$ cat config.mk
export PLATFORM = sky130hd
export DESIGN_NAME = filtro_biquad_cascada
export DESIGN_NICKNAME = d
export VERILOG_FILES = /design/src/rtl/filtro_pkg.sv /design/src/rtl/biquad_mac_sat.sv /design/src/rtl/filtro_biquad_cascada.sv
export SDC_FILE = /design/constraint.sdc
export NUM_CORES = 2
export LEC_CHECK = 0
export BUFFER_PORTS_ARGS = -buffer_cell sky130_fd_sc_hd__buf_2
export CORE_MARGIN = 4
export CORE_UTILIZATION = 59
export DETAILED_ROUTE_END_ITERATION = 10
export GPL_ROUTABILITY_DRIVEN = 0
export PLACE_DENSITY = 0.78
export SKIP_LAST_GASP = 1
export SLEW_MARGIN = 25
export SYNTH_ARGS = -nofsm -noshare
export SYNTH_HDL_FRONTEND = slang
export SYNTH_SLANG_ARGS = --single-unit
export TNS_END_PERCENT = 10
$ cat constraint.sdc
create_clock -name CLK -period 19.6 [get_ports CLK]
set_input_delay 3.92 -clock CLK [delete_from_list [all_inputs] [get_ports CLK]]
set_output_delay 3.92 -clock CLK [all_outputs]
set_load 0.02 [all_outputs]
$ cat src/rtl/filtro_pkg.sv
// Shared types and arithmetic helpers for the biquad cascade.
package filtro_pkg;

  typedef enum logic [2:0] {
    B0 = 3'd0,
    B1 = 3'd1,
    B2 = 3'd2,
    A1 = 3'd3,
    A2 = 3'd4
  } coef_idx_t;

  typedef enum logic [1:0] {
    IDLE,
    MAC,
    STORE,
    DONE
  } state_t;

  // Five 2W-bit products need three guard bits above the product width.
  localparam int ACC_GUARD = 3;

  function automatic int acc_width(input int w);
    return 2 * w + ACC_GUARD;
  endfunction

  // Round half up at bit f, then clamp to the signed w-bit range.
  function automatic logic signed [63:0] round_sat(input logic signed [63:0] acc,
                                                   input int w, input int f);
    logic signed [63:0] r;
    logic signed [63:0] hi;
    logic signed [63:0] lo;
    r  = (acc + (64'sd1 <<< (f - 1))) >>> f;
    hi = (64'sd1 <<< (w - 1)) - 64'sd1;
    lo = -(64'sd1 <<< (w - 1));
    if (r > hi) return hi;
    if (r < lo) return lo;
    return r;
  endfunction

endpackage

$ cat src/rtl/biquad_mac_sat.sv
// Shared signed multiply-accumulate with round/saturate output.
module biquad_mac_sat
  import filtro_pkg::*;
#(
  parameter int W = 25,
  parameter int F = 10
) (
  input  logic                clk,
  input  logic                rst,
  input  logic                clr,
  input  logic                en,
  input  logic                sub,
  input  logic signed [W-1:0] coef,
  input  logic signed [W-1:0] sample,
  output logic signed [W-1:0] result
);

  localparam int ACC_W = acc_width(W);

  logic signed [2*W-1:0]   prod;
  logic signed [ACC_W-1:0] prod_ext;
  logic signed [ACC_W-1:0] acc;

  assign prod     = coef * sample;
  assign prod_ext = ACC_W'(prod);

  always_ff @(posedge clk or posedge rst) begin
    if (rst) begin
      acc <= '0;
    end else if (clr) begin
      acc <= '0;
    end else if (en) begin
      acc <= sub ? acc - prod_ext : acc + prod_ext;
    end
  end

  assign result = W'(round_sat(64'(acc), W, F));

endmodule

$ cat src/rtl/filtro_biquad_cascada.sv
// Cascade of N_SEC direct-form-I biquads sharing one MAC, one sample per Enable.
module filtro_biquad_cascada
  import filtro_pkg::*;
#(
  parameter int W     = 25,
  parameter int F     = 10,
  parameter int N_SEC = 2
) (
  input  logic                         CLK,
  input  logic                         Reset,
  input  logic                         Enable,
  input  logic signed [W-1:0]          u,
  input  logic [N_SEC-1:0]             Bypass,
  input  logic                         Coef_WE,
  input  logic [$clog2(5*N_SEC)-1:0]   Coef_Addr,
  input  logic signed [W-1:0]          Coef_Data,
  output logic signed [W-1:0]          y,
  output logic                         Valid,
  output logic                         Busy,
  output logic                         Overrun
);

  localparam int NCOEF = 5 * N_SEC;
  localparam int AW    = $clog2(NCOEF);
  localparam int SW    = (N_SEC > 1) ? $clog2(N_SEC) : 1;
  localparam logic signed [W-1:0] UNITY = W'(1 << F);

  logic signed [W-1:0] coef [NCOEF];
  logic signed [W-1:0] x1 [N_SEC];
  logic signed [W-1:0] x2 [N_SEC];
  logic signed [W-1:0] y1 [N_SEC];
  logic signed [W-1:0] y2 [N_SEC];

  state_t              state;
  coef_idx_t           idx;
  logic [SW-1:0]       sec;
  logic [N_SEC-1:0]    byp;
  logic signed [W-1:0] sec_x;
  logic signed [W-1:0] mul_coef;
  logic signed [W-1:0] mul_sample;
  logic signed [W-1:0] sec_res;
  logic signed [W-1:0] sec_out;
  logic [AW-1:0]       coef_sel;
  logic                mac_clr;
  logic                mac_en;
  logic                mac_sub;

  assign coef_sel = AW'(5 * int'(sec) + int'(idx));
  assign mac_clr  = (state == IDLE) || (state == STORE);
  assign mac_en   = (state == MAC);
  assign mac_sub  = (idx == A1) || (idx == A2);
  assign sec_out  = byp[sec] ? sec_x : sec_res;

  always_comb begin
    mul_coef   = coef[coef_sel];
    mul_sample = sec_x;
    case (idx)
      B1:      mul_sample = x1[sec];
      B2:      mul_sample = x2[sec];
      A1:      mul_sample = y1[sec];
      A2:      mul_sample = y2[sec];
      default: mul_sample = sec_x;
    endcase
  end

  biquad_mac_sat #(.W(W), .F(F)) u_mac (
    .clk    (CLK),
    .rst    (Reset),
    .clr    (mac_clr),
    .en     (mac_en),
    .sub    (mac_sub),
    .coef   (mul_coef),
    .sample (mul_sample),
    .result (sec_res)
  );

  always_ff @(posedge CLK or posedge Reset) begin
    if (Reset) begin
      for (int unsigned i = 0; i < NCOEF; i++)
        coef[AW'(i)] <= (i % 5 == 0) ? UNITY : '0;
      for (int unsigned i = 0; i < N_SEC; i++) begin
        x1[SW'(i)] <= '0;
        x2[SW'(i)] <= '0;
        y1[SW'(i)] <= '0;
        y2[SW'(i)] <= '0;
      end
      state   <= IDLE;
      idx     <= B0;
      sec     <= '0;
      byp     <= '0;
      sec_x   <= '0;
      y       <= '0;
      Valid   <= 1'b0;
      Busy    <= 1'b0;
      Overrun <= 1'b0;
    end else begin
      Valid <= 1'b0;
      if (Enable && Busy)
        Overrun <= 1'b1;
      if (Coef_WE && !Busy && (int'(Coef_Addr) < NCOEF))
        coef[Coef_Addr] <= Coef_Data;

      case (state)
        IDLE: begin
          if (Enable) begin
            state <= MAC;
            Busy  <= 1'b1;
            sec   <= '0;
            idx   <= B0;
            sec_x <= u;
            byp   <= Bypass;
          end
        end
        MAC: begin
          if (idx == A2) state <= STORE;
          else           idx   <= coef_idx_t'(idx + 3'd1);
        end
        STORE: begin
          // A bypassed section still burns its slot but leaves its history intact.
          if (!byp[sec]) begin
            x2[sec] <= x1[sec];
            x1[sec] <= sec_x;
            y2[sec] <= y1[sec];
            y1[sec] <= sec_res;
          end
          sec_x <= sec_out;
          if (sec == SW'(N_SEC - 1)) begin
            y     <= sec_out;
            Valid <= 1'b1;
            state <= DONE;
          end else begin
            sec   <= sec + 1'b1;
            idx   <= B0;
            state <= MAC;
          end
        end
        DONE: begin
          Busy  <= 1'b0;
          state <= IDLE;
        end
        default: state <= IDLE;
      endcase
    end
  end

endmodule

==> results.yml <==
run_status:
  status: "finished, final reports clean"
timing:
  worstMarginPinSlew_ns: 1.04
  fmax_ghz: 0.0675
  period_needed_ns: 14.82
  drv_slew: 0
  setup_tns_ns: 0
  timing.hold.ws_ns: 0.450
  post-route-period-util: 0.756
  rsz0062_at_grt: "false"
  finalClockSkew_ns: 0.0218
  slew_headroom: 0.310
  finalSetupViolCount: 0
  hold_violations: 0
synthesis:
  synth_ff_type: "dfrtp_1"
  netlist_instances: 5464
  synth_edf_count: 0
  ys_async_sr_fraction: 1.00
  syn_area_per_cell_um2: 9.65
  synth.distinct_cells: 95
  ys_seq_area_frac: 0.268
  synth_area_um2: 52700
  synth_fp_nets: 6386
  ys_ff_latch: 564
  ys.warnings.count: 0
worst_setup_path:
  critical_path_peak_fanout: 43
  reg2reg_from: "sec$_DFFE_PP0P_"
  required_ns: 20.12
  cp_slowest_cell: "ha_4"
  reg2regPathDepth: 41
  r2r-end: "u_mac.acc[49]$_DFFE_PP0P_"
  arrival_ns: 15.34
  worstSetupPathType: "reg -> reg"
  crit_buf_inv: 6
  rrSetupSlack_ns: 4.78
  slowest_delay_ns: 0.80
  critPathLaunchType: "flip-flop"
  critPathCaptureType: "flip-flop"
  cp_num_cells: 41
  cp_common_cell: "fa_1"
  crit_family: "compound AO/OA/AOI/OAI gates"
final_layout:
  syn_to_final_growth_pct: 7.20
  fin_nets: 6320
  fin_area_um2: 56500
  finalNonFillerCells: 6613
  final_cell_mix: "nand2_1 (770), inv_1 (750), fa_1 (658)"
  final_common_cell: "nand2_1"
  drive_gt1_frac: 0.122
  fillCellCount: 6837
clocking:
  post_cts_buffers: 0
  cts_inserted_buffers: 58
  cts_hold_buf: 0
  clkSlewWorstSetupHoldPaths_ns: 0.07
  cts_tree: "yes"
  htreeDepth: 2
  clockBufferDepth: 3
  cts-resized-gates: 0
  clk_latency_ns: 0.67
  cts_root_buf: "clkbuf_16"
  cts.sinks: 564
hold_path:
  min-delay-start: "Overrun$_DFFE_PP0P_"
  whs_endpoint: "Overrun$_DFFE_PP0P_"
  min_path_cells: 1
  min_path_type: "reg -> reg"
global_route:
  antenna_found_initial: 4
  grt_pass1_vias: 42100
  grt_max_degree: 203
  grt_usage: 0.318
  overflow: 0
  grt_first_pass_wirelength_um: 235000
route:
  wirelength_um: 149000
  route.detailed.drc: 0
  drtPass1Iterations: 8
  detail-route-antenna-nets: 0
  drt_iter0_drc: 3943
  vias_per_cell: 6.18
  post_drt_wl_per_cell_um: 22.5
  via_count: 40900
die:
  die_w_um: 307
  die-area_um2: 94200
  rows: 109
  num_io_pins: 88
  die_h_um: 307
  core_area_um2: 88500
  start_util: 0.596
flow_run:
  max_cap_violations: 0
placed_design:
  dpl_cell_area_um2: 54500
  dp.cells: 6502
  dp_hpwl_um: 108000
  io_buffers: 87
## cell families (layout without fill, tap and decap cells)
| group | Yosys count | count (layout) | share of synthesized area |
|---|---|---|---|
| flops | 564 | 564 | 0.268 |
| compound gates | 805 | 805 | 0.101 |
| fa+ha+maj | 862 | 862 | 0.298 |
| other cells | 0 | 3 | 0 |
| mux | 432 | 432 | 0.0999 |
| buf+inv | 1052 | 1033 | 0.0754 |
| xor+xnor | 174 | 174 | 0.0290 |
| simple gates | 1575 | 1575 | 0.128 |
## synth_stat cells (all sizes together) (32+ instances only)
cell type,instances,area share
buf,62,0.0049
nor2,476,0.034
a21oi,197,0.019
o21ai,160,0.015
ha,203,0.048
and2,47,0.0056
nand3,47,0.0045
o21a,43,0.0061
xnor2,100,0.017
fa,659,0.25
mux4,50,0.021
inv,752,0.054
nor3,39,0.0044
a21o,72,0.010
clkbuf,236,0.017
a22oi,32,0.0046
nand2,778,0.055
o22ai,66,0.0078
mux2,253,0.054
dfrtp,562,0.27
nand2b,47,0.0056
xor2,74,0.012
mux2i,129,0.024
## worst max-delay path by stage
| stage | to | start |
|---|---|---|
| 3_3_place_gp | u_mac.acc[49]$_DFFE_PP0P_ | sec$_DFFE_PP0P_ |
| 3_5_place_dp | u_mac.acc[49]$_DFFE_PP0P_ | sec$_DFFE_PP0P_ |
| 6_report | u_mac.acc[49]$_DFFE_PP0P_ | sec$_DFFE_PP0P_ |
| 5_1_grt | u_mac.acc[49]$_DFFE_PP0P_ | sec$_DFFE_PP0P_ |
| 4_1_cts | u_mac.acc[49]$_DFFE_PP0P_ | sec$_DFFE_PP0P_ |
| 2_1_floorplan | u_mac.acc[49]$_DFFE_PP0P_ | idx[0]$_DFFE_PP0P_ |
## state kept, by name, indices dropped and copies added (netlist names)
name	count
byp	2
idx	3
y2	50
Busy	1
coef	250
sec	1
y1	50
state	2
sec_x	25
u_mac.acc	53
x2	50
Overrun	1
Valid	1
y	25
x1	50
## area by class of cell
cell class	instances	area, um^2	share of cell area
multi-input combinational	3848	35000	0.619
antenna	3	7.51	0.000133
clock buffer	87	1700	0.0301
sequential	564	14100	0.250
inverter	754	2830	0.0501
tap	1165	1460	0.0258
timing repair buffer	172	1120	0.0199
clock inverter	20	309	0.00547
## metrics by stage
step / worst slack [ns] / util
2_1_floorplan: 7.16 / -
3_3_place_gp: 5.12 / 0.615
3_5_place_dp: 5.06 / 0.615
4_1_cts: 5.04 / 0.638
5_1_grt: 4.11 / 0.639
6_report: 4.78 / 0.639
## layer usage
layer | routed length, um | GRT usage | vias to the layer above
met5 | 26 | 0 | -
met4 | 8100 | 0.143 | 4
met3 | 13800 | 0.0667 | 533
met2 | 70200 | 0.513 | 2060
met1 | 56500 | 0.421 | 20700
li1 | - | - | 17600
Power is left out: the tool's default activity adds up to more than one toggle a clock period on the data nets, which glitch-free logic cannot reach.
